$ cat config.mk
export PLATFORM = sky130hd
export DESIGN_NAME = cmd_cfg_param_flat
export DESIGN_NICKNAME = d
export VERILOG_FILES = /design/src/rtl/cmd_cfg_param_if.sv /design/src/rtl/cmd_cfg_param.sv /design/src/flat_wrapper.sv
export SDC_FILE = /design/constraint.sdc
export NUM_CORES = 1
export LEC_CHECK = 0
export CAP_MARGIN = 20
export CELL_PAD_IN_SITES_DETAIL_PLACEMENT = 1
export CELL_PAD_IN_SITES_GLOBAL_PLACEMENT = 1
export CORE_MARGIN = 2
export CORE_UTILIZATION = 46
export CTS_BUF_LIST = sky130_fd_sc_hd__clkbuf_8
export CTS_CLUSTER_DIAMETER = 50
export DETAILED_ROUTE_END_ITERATION = 10
export GPL_TIMING_DRIVEN = 0
export MAX_ROUTING_LAYER = met4
export PLACE_DENSITY_LB_ADDON = 0.15
export SLEW_MARGIN = 20
export SYNTH_ARGS = -nofsm -noshare
export SYNTH_HDL_FRONTEND = slang
export SYNTH_SLANG_ARGS = --single-unit
$ cat constraint.sdc
create_clock -name clk -period 6.61 [get_ports clk]
set_input_delay 0.9915 -clock clk [delete_from_list [all_inputs] [get_ports clk]]
set_output_delay 0.9915 -clock clk [all_outputs]
set_load 0.02 [all_outputs]
$ cat src/rtl/cmd_cfg_param_if.sv
// Command link between the UART decoder (master) and the command-configuration block (slave).
// clr_cmd_rdy is combinational from the slave; resp/send_resp are registered one-cycle responses.
interface cmd_cfg_param_if #(
    parameter int DW = 16
);
    logic          cmd_rdy;
    logic [7:0]    cmd;
    logic [DW-1:0] data;
    logic          clr_cmd_rdy;
    logic [7:0]    resp;
    logic          send_resp;

    modport master (
        output cmd_rdy, cmd, data,
        input  clr_cmd_rdy, resp, send_resp
    );

    modport slave (
        input  cmd_rdy, cmd, data,
        output clr_cmd_rdy, resp, send_resp
    );
endinterface

$ cat src/rtl/cmd_cfg_param.sv
// Latches N setpoints plus saturated thrust, sequences spin-up/calibration, ACK/NACKs commands, link watchdog.
// Latency: command consumed in cycle n (clr_cmd_rdy comb), outputs and response registered at n+1.
// Backpressure: commands are left pending (clr_cmd_rdy low) while spinning up or calibrating.
module cmd_cfg_param #(
    parameter int                 NUM_SP    = 3,
    parameter int                 DW        = 16,
    parameter int                 THRST_W   = 9,
    parameter logic [THRST_W-1:0] THRST_MAX = {THRST_W{1'b1}},
    parameter int                 SPIN_CYC  = 2**26,
    parameter int                 WDOG_CYC  = 2**27
) (
    input  logic                   clk,
    input  logic                   rst_n,
    cmd_cfg_param_if.slave         cmd_if,
    input  logic                   cal_done,
    output logic [NUM_SP*DW-1:0]   d_sp,
    output logic [THRST_W-1:0]     thrst,
    output logic                   strt_cal,
    output logic                   inertial_cal,
    output logic                   motors_off,
    output logic                   wdog_trip
);
    localparam int SCW = $clog2(SPIN_CYC);
    localparam int WCW = (WDOG_CYC > 2) ? $clog2(WDOG_CYC) : 1;

    // strt_cal is registered, so it is launched one count early to land at consume + SPIN_CYC
    localparam logic [SCW-1:0] SPIN_TERM  = SCW'(SPIN_CYC - 2);
    localparam logic [WCW-1:0] WDOG_TERM  = WCW'((WDOG_CYC > 0) ? WDOG_CYC - 1 : 0);
    localparam logic [DW-1:0]  THRST_CEIL = DW'(THRST_MAX);

    localparam logic [7:0] OP_SP0   = 8'h02;
    localparam logic [7:0] OP_THRST = 8'(2 + NUM_SP);
    localparam logic [7:0] OP_CAL   = 8'(3 + NUM_SP);
    localparam logic [7:0] OP_EMGL  = 8'(4 + NUM_SP);
    localparam logic [7:0] OP_MOFF  = 8'(5 + NUM_SP);

    localparam logic [7:0] RESP_ACK  = 8'hA5;
    localparam logic [7:0] RESP_NACK = 8'hEE;

    typedef enum logic [1:0] {ST_IDLE, ST_SPINUP, ST_CAL} state_t;

    state_t                state_q, state_nxt;
    logic [NUM_SP*DW-1:0]  d_sp_nxt;
    logic [THRST_W-1:0]    thrst_nxt;
    logic                  strt_nxt, ical_nxt, moff_nxt, wtrip_nxt;
    logic [7:0]            resp_q, resp_nxt;
    logic                  send_q, send_nxt;
    logic [SCW-1:0]        spin_cnt, spin_nxt;
    logic [WCW-1:0]        wdog_cnt, wdog_nxt;
    logic                  consume;

    always_comb begin
        state_nxt = state_q;
        d_sp_nxt  = d_sp;
        thrst_nxt = thrst;
        strt_nxt  = 1'b0;
        ical_nxt  = inertial_cal;
        moff_nxt  = motors_off;
        wtrip_nxt = wdog_trip;
        resp_nxt  = resp_q;
        send_nxt  = 1'b0;
        spin_nxt  = spin_cnt;
        wdog_nxt  = wdog_cnt;
        consume   = 1'b0;

        case (state_q)
            ST_IDLE: begin
                if (cmd_if.cmd_rdy) begin
                    consume   = 1'b1;
                    wtrip_nxt = 1'b0;
                    wdog_nxt  = '0;
                    send_nxt  = 1'b1;
                    resp_nxt  = RESP_ACK;
                    if (cmd_if.cmd >= OP_SP0 && cmd_if.cmd < OP_THRST) begin
                        for (int i = 0; i < NUM_SP; i++) begin
                            if (cmd_if.cmd == 8'(2 + i)) d_sp_nxt[i*DW +: DW] = cmd_if.data;
                        end
                    end else if (cmd_if.cmd == OP_THRST) begin
                        thrst_nxt = (cmd_if.data > THRST_CEIL) ? THRST_MAX : cmd_if.data[THRST_W-1:0];
                    end else if (cmd_if.cmd == OP_CAL) begin
                        // ACK is deferred until calibration completes
                        send_nxt  = 1'b0;
                        resp_nxt  = resp_q;
                        moff_nxt  = 1'b0;
                        ical_nxt  = 1'b1;
                        spin_nxt  = '0;
                        state_nxt = ST_SPINUP;
                    end else if (cmd_if.cmd == OP_EMGL) begin
                        d_sp_nxt  = '0;
                        thrst_nxt = '0;
                    end else if (cmd_if.cmd == OP_MOFF) begin
                        moff_nxt = 1'b1;
                    end else begin
                        resp_nxt = RESP_NACK;
                    end
                end else if (WDOG_CYC != 0) begin
                    if (wdog_cnt == WDOG_TERM) begin
                        d_sp_nxt  = '0;
                        thrst_nxt = '0;
                        wtrip_nxt = 1'b1;
                    end else begin
                        wdog_nxt = wdog_cnt + 1'b1;
                    end
                end
            end
            ST_SPINUP: begin
                wdog_nxt = '0;
                spin_nxt = spin_cnt + 1'b1;
                if (spin_cnt == SPIN_TERM) begin
                    strt_nxt  = 1'b1;
                    state_nxt = ST_CAL;
                end
            end
            ST_CAL: begin
                wdog_nxt = '0;
                if (cal_done) begin
                    ical_nxt  = 1'b0;
                    resp_nxt  = RESP_ACK;
                    send_nxt  = 1'b1;
                    state_nxt = ST_IDLE;
                end
            end
            default: state_nxt = ST_IDLE;
        endcase
    end

    always_ff @(posedge clk or negedge rst_n) begin
        if (!rst_n) begin
            state_q      <= ST_IDLE;
            d_sp         <= '0;
            thrst        <= '0;
            strt_cal     <= 1'b0;
            inertial_cal <= 1'b0;
            motors_off   <= 1'b1;
            wdog_trip    <= 1'b0;
            resp_q       <= 8'h00;
            send_q       <= 1'b0;
            spin_cnt     <= '0;
            wdog_cnt     <= '0;
        end else begin
            state_q      <= state_nxt;
            d_sp         <= d_sp_nxt;
            thrst        <= thrst_nxt;
            strt_cal     <= strt_nxt;
            inertial_cal <= ical_nxt;
            motors_off   <= moff_nxt;
            wdog_trip    <= wtrip_nxt;
            resp_q       <= resp_nxt;
            send_q       <= send_nxt;
            spin_cnt     <= spin_nxt;
            wdog_cnt     <= wdog_nxt;
        end
    end

    assign cmd_if.clr_cmd_rdy = consume;
    assign cmd_if.resp        = resp_q;
    assign cmd_if.send_resp   = send_q;

endmodule

$ cat src/flat_wrapper.sv
// flat-port wrapper written by rule: the top's interface ports become plain ports
module cmd_cfg_param_flat 
#(
    parameter int                 NUM_SP    = 3,
    parameter int                 DW        = 16,
    parameter int                 THRST_W   = 9,
    parameter logic [THRST_W-1:0] THRST_MAX = {THRST_W{1'b1}},
    parameter int                 SPIN_CYC  = 2**26,
    parameter int                 WDOG_CYC  = 2**27
)
  (clk, rst_n, cal_done, d_sp, thrst, strt_cal, inertial_cal, motors_off, wdog_trip, cmd_if_cmd_rdy, cmd_if_cmd, cmd_if_data, cmd_if_clr_cmd_rdy, cmd_if_resp, cmd_if_send_resp);
  cmd_cfg_param_if #(.DW(DW)) cmd_if_i ();
  input  logic clk;
  input  logic rst_n;
  input  logic cal_done;
  output logic [NUM_SP*DW-1:0] d_sp;
  output logic [THRST_W-1:0] thrst;
  output logic strt_cal;
  output logic inertial_cal;
  output logic motors_off;
  output logic wdog_trip;
  input wire logic [$bits(cmd_if_i.cmd_rdy)-1:0] cmd_if_cmd_rdy;
  input wire logic [$bits(cmd_if_i.cmd)-1:0] cmd_if_cmd;
  input wire logic [$bits(cmd_if_i.data)-1:0] cmd_if_data;
  output wire logic [$bits(cmd_if_i.clr_cmd_rdy)-1:0] cmd_if_clr_cmd_rdy;
  output wire logic [$bits(cmd_if_i.resp)-1:0] cmd_if_resp;
  output wire logic [$bits(cmd_if_i.send_resp)-1:0] cmd_if_send_resp;
  assign cmd_if_i.cmd_rdy = cmd_if_cmd_rdy;
  assign cmd_if_i.cmd = cmd_if_cmd;
  assign cmd_if_i.data = cmd_if_data;
  assign cmd_if_clr_cmd_rdy = cmd_if_i.clr_cmd_rdy;
  assign cmd_if_resp = cmd_if_i.resp;
  assign cmd_if_send_resp = cmd_if_i.send_resp;
  cmd_cfg_param #(.NUM_SP(NUM_SP), .DW(DW), .THRST_W(THRST_W), .THRST_MAX(THRST_MAX), .SPIN_CYC(SPIN_CYC), .WDOG_CYC(WDOG_CYC)) u_core (.clk(clk), .rst_n(rst_n), .cmd_if(cmd_if_i), .cal_done(cal_done), .d_sp(d_sp), .thrst(thrst), .strt_cal(strt_cal), .inertial_cal(inertial_cal), .motors_off(motors_off), .wdog_trip(wdog_trip));
endmodule
# After elaboration in Yosys (flattened, before gate mapping)

Index checks and enable logic that the tools add are counted.

Register bits after elaboration: 125
Logic and storage cells: 128
Input port bits: 28
Output and inout port bits: 71

Magnitude comparators: 3
Reduce and logical (&&, ||, !) cells: 19
Add/subtract/negate cells: 2
Bitwise operators: 2
Muxes and demuxes: 60
Equal/unequal tests: 29

Operators by type and width:

| cell                                                 | number |
|---|---|
| two-way mux 48 bit                                   | 6 |
| two-way mux 26 bit                                   | 4 |
| two-way mux 9 bit                                    | 7 |
| two-way mux 27 bit                                   | 2 |
| one-hot mux 27 bit (2 select lines)                  | 1 |
| one-hot mux 26 bit (2 select lines)                  | 1 |
| two-way mux 16 bit                                   | 3 |
| two-way mux 8 bit                                    | 6 |
| AND reduction 6 bit                                  | 6 |
| equality test 8 x 3 -> 1 bit (second input constant) | 4 |
| adder 27 x 1 -> 27 bit (second input constant)       | 1 |
| equality test 27 bit (second input constant)         | 1 |
| adder 26 x 1 -> 26 bit (second input constant)       | 1 |
| equality test 26 bit (second input constant)         | 1 |
| two-way mux 1 bit                                    | 19 |
| equality test 8 x 2 -> 1 bit (second input constant) | 2 |
| > comparator 16 x 9 -> 1 bit (second input constant) | 1 |
| one-hot mux 8 bit (2 select lines)                   | 1 |
| two-way mux 2 bit                                    | 6 |
| != test 3 bit (second input constant)                | 4 |
| != test 2 bit (second input constant)                | 5 |
| AND reduction 5 bit                                  | 2 |
| nonzero test 2 bit                                   | 5 |
| != test 3 x 2 -> 1 bit (second input constant)       | 3 |
| 17 further kinds                                     | 23 |

# Longest topological paths before layout

Depth in word-level cells: 8
Depth in mapped cells: 9
Depth with buffers taken out: 8

# Worst setup path before layout

Ideal clock, no wire load.

Path type: input-to-reg
Start: input cmd_if_cmd[7]
End: register u_core.d_sp[21]
Required time: 6.485 ns
Setup slack: 3.597 ns
Buffers on the path: 2
Cell stages on the path: 7
Arrival time: 2.889 ns
Setup time: 0.125 ns
Path through: or4_1 -> buf_2 -> nor2_1 -> a21oi_1 -> o211ai_2 -> buf_2 -> mux2_2

Word-level cells in the longest chain between the ends: 4
Elaborated cells on any way between the ends: 14

RTL lines:

| what                                                                        | line                 | RTL |
|---|---|---|
| from (decl)                                                                 | flat_wrapper.sv:23   | `input wire logic [$bits(cmd_if_i.cmd)-1:0] cmd_if_cmd;` |
| >= comparator 8 x 2 -> 1 bit or < comparator 8 x 3 -> 1 bit (tied branches) | cmd_cfg_param.sv:74  | `if (cmd_if.cmd >= OP_SP0 && cmd_if.cmd < OP_THRST) begin` |
| logical AND 1 bit                                                           | cmd_cfg_param.sv:74  |  |
| != test 3 bit (no line), or another cell as far along                       | n/a                  |  |
| AND reduction 6 bit (no line) or two-way mux 48 bit (tied branches)         | n/a                  |  |
| to (signal assigned)                                                        | cmd_cfg_param.sv:142 | `d_sp <= d_sp_nxt;` |
| to (decl)                                                                   | cmd_cfg_param.sv:16  | `output logic [NUM_SP*DW-1:0] d_sp,` |

Several ways; a longest one is shown, not always the timed one.
A chain may end at the register's enable or synchronous reset.

# Final worst setup path

Start: input cmd_if_cmd_rdy
End: output cmd_if_clr_cmd_rdy

Word-level cells in the longest chain between the ends: 2

RTL lines:

| what              | line                | RTL |
|---|---|---|
| from (decl)       | flat_wrapper.sv:22  | `input wire logic [$bits(cmd_if_i.cmd_rdy)-1:0] cmd_if_cmd_rdy;` |
| two-way mux 1 bit | cmd_cfg_param.sv:68 | `if (cmd_if.cmd_rdy) begin` |
| two-way mux 1 bit | cmd_cfg_param.sv:66 | `case (state_q)` |
| to (decl)         | flat_wrapper.sv:25  | `output wire logic [$bits(cmd_if_i.clr_cmd_rdy)-1:0] cmd_if_clr_cmd_rdy;` |

Every way passes these cells.

==> summary.txt <==
Outcome
  – Status: complete, no violations

Die
  – Top Ports: 99
  – Die width: 117 microns
  – Initial Util: 0.470
  – CORE AREA: 12,600 sq um
  – Cell Rows: 41
  – Die area: 13,800 sq um
  – Die Y: 117 microns

Cells and area
  – Commonest non-fill, non-tap cell in the layout: dfrtp_1
  – Area Overhead vs Synth: 26.4%
  – Commonest cells after routing, fill and taps aside: dfrtp_1 (119), clkdlybuf4s50_1 (93), nor2_1 (52)
  – Final Instance Area: 7470 sq um
  – Finished Core Util: 0.594
  – Ant. Diodes: 0
  – Final #Nets: 725
  – Layout cell share with drive strength beyond 1: 0.124
  – Fillers: 1,387

STA
  – Hold Vio Cnt, Final: 0
  – Max Slew Vio Count: 0
  – Crit share post-route: 0.601
  – Peak Freq: 252 MHz
  – Relative slew slack: 0.408
  – Final Critical Period: 3.97 ns
  – Fin Clk Skew: 0.0110 ns
  – Final setup vio count: 0
  – Worst setup margin: 2.64 ns
  – RSZ-0062 raised after global routing: false
  – TNS Setup: 0 ns
  – Slew @ Worst Pin: 0.877 ns

Routing
  – Drt first pass iters: 4
  – WL/cell: 19.4 microns
  – DRC: 0
  – Routed wire length: 17.0 mm
  – Vias per Instance: 5.76
  – Via count: 5,037
  – Final ANT Viol Nets: 0
  – Initial drt markers: 313

Setup path
  – WS Path Type: in -> out
  – Worst path arrival time: 2.98 ns
  – Cell mode on critical path: clkdlybuf4s50_1
  – CP max stage delay: 0.68 ns
  – Cell breakdown of the critical path: clkdlybuf4s50_1 -> clkbuf_1 -> nand2_1 -> inv_1 -> clkdlybuf4s50_1
  – Startpoint types: primary input
  – Critical-path cell with the highest stage delay: clkdlybuf4s50_1
  – CP Data Required Time: 5.62 ns
  – Cell family with most CP delay: buffers and inverters
  – Buffers and inverters on the worst path: 4
  – Max FO, Critical Path: 10
  – CP endpoint kind: output pin

Clock network
  – Post-CTS sizing: 0
  – Clock latency on the worst-skew pair: 0.45 ns
  – H-tree level count: 4
  – Sink Count: 120
  – Hold buffers post-CTS: 0
  – Post-CTS setup buffers: 0
  – CTS Buf Count: 17
  – CTS Buffer Depth: 2
  – Reg clk slew, reported paths: 0.07 ns
  – Root Buffer: clkbuf_8
  – CTS tree: done

Power and ir drop
  – Worst vdd ir: 0.136 mV
  – P_leak: 3.33 nW
  – Pwr dens: 207 nW/um^2

GRT
  – Number of global-route vias before repair: 5,388
  – Global-route usage over all layers: 0.267
  – Remaining Overflow, GRT: 0
  – First-pass GRT wire length: 28.3 mm
  – Pin count of the biggest net entering global routing: 66
  – Initial antenna violation count: 0

Logic synthesis
  – XOR/XNOR Fraction of Synth Area: 0.0252
  – Post-Synthesis Net Count: 611
  – Avg Cell Area, Syn: 10.3 sq um
  – Mux contribution to synthesized area: 0.0970
  – Count of cell types in the netlist: 50
  – Post-Synthesis Cells: 576
  – Post-synth EDFFs: 0
  – Cell taking the most area after synthesis: dfrtp_1
  – Ys flop type: dfrtp_1
  – Synthesized flop and latch total: 120
  – Adder-cell share of the synthesized area: 0.0148
  – Synth top area share: 0.504
  – Largest family of logic cells by synthesized area: simple AND/OR/NAND/NOR gates
  – Warnings, synthesis: 0
  – Synth Area in Compound Gates: 0.131
  – Top post-synthesis cells by area: dfrtp_1 (50%), mux2_2 (6.1%), o21ai_0 (3.9%)
  – Register area share after synthesis: 0.509
  – Mapped cell area: 5910 sq um
  – Simple logic cell fraction of the synthesized area: 0.189
  – Ys async rst share: 1.00

Placed design
  – Placer Congestion: 0.857
  – Pre-CTS setup slack: 2.66 ns
  – Port buffer count: 94
  – DP Area: 7100 sq um
  – Post-DP HPWL: 12.0 mm

Run
  – Max cap viols: 0

Hold path
  – Min-Delay Path Class: reg -> reg
## cell type report
cell class / count / area (sq um) / area share
Buffer: 31 / 146 / 0.0196
Clock buffer: 18 / 248 / 0.0332
Clock inverter: 13 / 116 / 0.0156
Inverter: 13 / 48.8 / 0.00653
Multi-Input combinational cell: 412 / 2720 / 0.364
Sequential cell: 120 / 3000 / 0.402
Tap cell: 172 / 215 / 0.0288
Timing Repair Buffer: 95 / 970 / 0.130
## final timing paths
check,start,to,slack [ns],cells past startpoint
min reg2reg,u_core.wdog_cnt[18],u_core.wdog_cnt[18],0.48,1
min,u_core.wdog_cnt[18],u_core.wdog_cnt[18],0.48,1
max in group asynchronous,rst_n,u_core.d_sp[7],5.39,2
max,cmd_if_cmd_rdy,cmd_if_clr_cmd_rdy,2.64,5
min in group asynchronous,rst_n,u_core.wdog_cnt[20],0.49,1
max reg2reg,u_core.wdog_cnt[0],u_core.d_sp[12],3.41,9
## synth_stat cells (4+ instances only)
| cell type | count |
|---|---|
| buf_2 | 6 |
| buf_4 | 6 |
| xnor2_1 | 4 |
| and2_1 | 21 |
| and3_1 | 10 |
| mux2_1 | 18 |
| nor2_1 | 52 |
| nand3_1 | 24 |
| clkbuf_1 | 19 |
| o2bb2ai_1 | 9 |
| a31oi_1 | 17 |
| mux2_2 | 32 |
| a21oi_1 | 31 |
| inv_1 | 13 |
| ha_1 | 7 |
| nor2b_1 | 4 |
| or2_2 | 4 |
| dfrtp_1 | 119 |
| nand4_1 | 28 |
| o21ai_0 | 46 |
| nor4_1 | 7 |
| nand2b_1 | 4 |
| nor3_1 | 9 |
| xor2_1 | 13 |
| nand2_1 | 27 |
| or3_1 | 10 |
## stage by stage
stage	hold slack, ns	power [mW]	std cells
finish	0.482	1.54	874
floorplan	0.450	0.850	576
global placement	0.468	0.921	842
CTS	0.488	1.56	874
detailed placement	0.475	0.929	843
global route	0.512	1.60	874
## worst register-to-register path, delay by kind of cell, from the launching register on
kind,cells,cell delay [ns]
AND/OR/NAND/NOR,3,1.13
buffers and inverters,3,0.69
flip-flops,1,0.43
multiplexers,1,0.35
adder cells (fa/ha/maj),1,0.28
AO/OA/AOI/OAI,1,0.19
## registers in the layout, indices dropped and copies added (netlist names)
signal                   count
u_core.cmd_if.resp           3
u_core.cmd_if.send_resp      1
u_core.d_sp                 48
u_core.inertial_cal          1
u_core.motors_off            1
u_core.spin_cnt             26
u_core.state_q               2
u_core.strt_cal              1
u_core.thrst                 9
u_core.wdog_cnt             27
u_core.wdog_trip             1
## power breakdown
part	leakage, nW	switching (mW)	total [mW]	internal [mW]
sequential	1.64	0.0103	0.759	0.749
clock	0.203	0.296	0.629	0.333
combinational	1.49	0.0932	0.156	0.0631
## cells by family after synthesis
group                    Yosys count
other                              1
XOR/XNOR                          17
AO/OA/AOI/OAI                    125
buffers and inverters             44
multiplexers                      51
flip-flops                       120
adder cells (fa/ha/maj)            7
AND/OR/NAND/NOR                  211
## layer usage
| layer | vias up | GRT usage | share of wire |
|---|---|---|---|
| met4 | 0 | 0.0858 | 0.015 |
| met1 | 2571 | 0.310 | 0.41 |
| met5 | - | - | 0 |
| met2 | 127 | 0.441 | 0.50 |
| met3 | 20 | 0.0875 | 0.070 |
| li1 | 2319 | - | - |
Power figures use the tool's default switching activity.
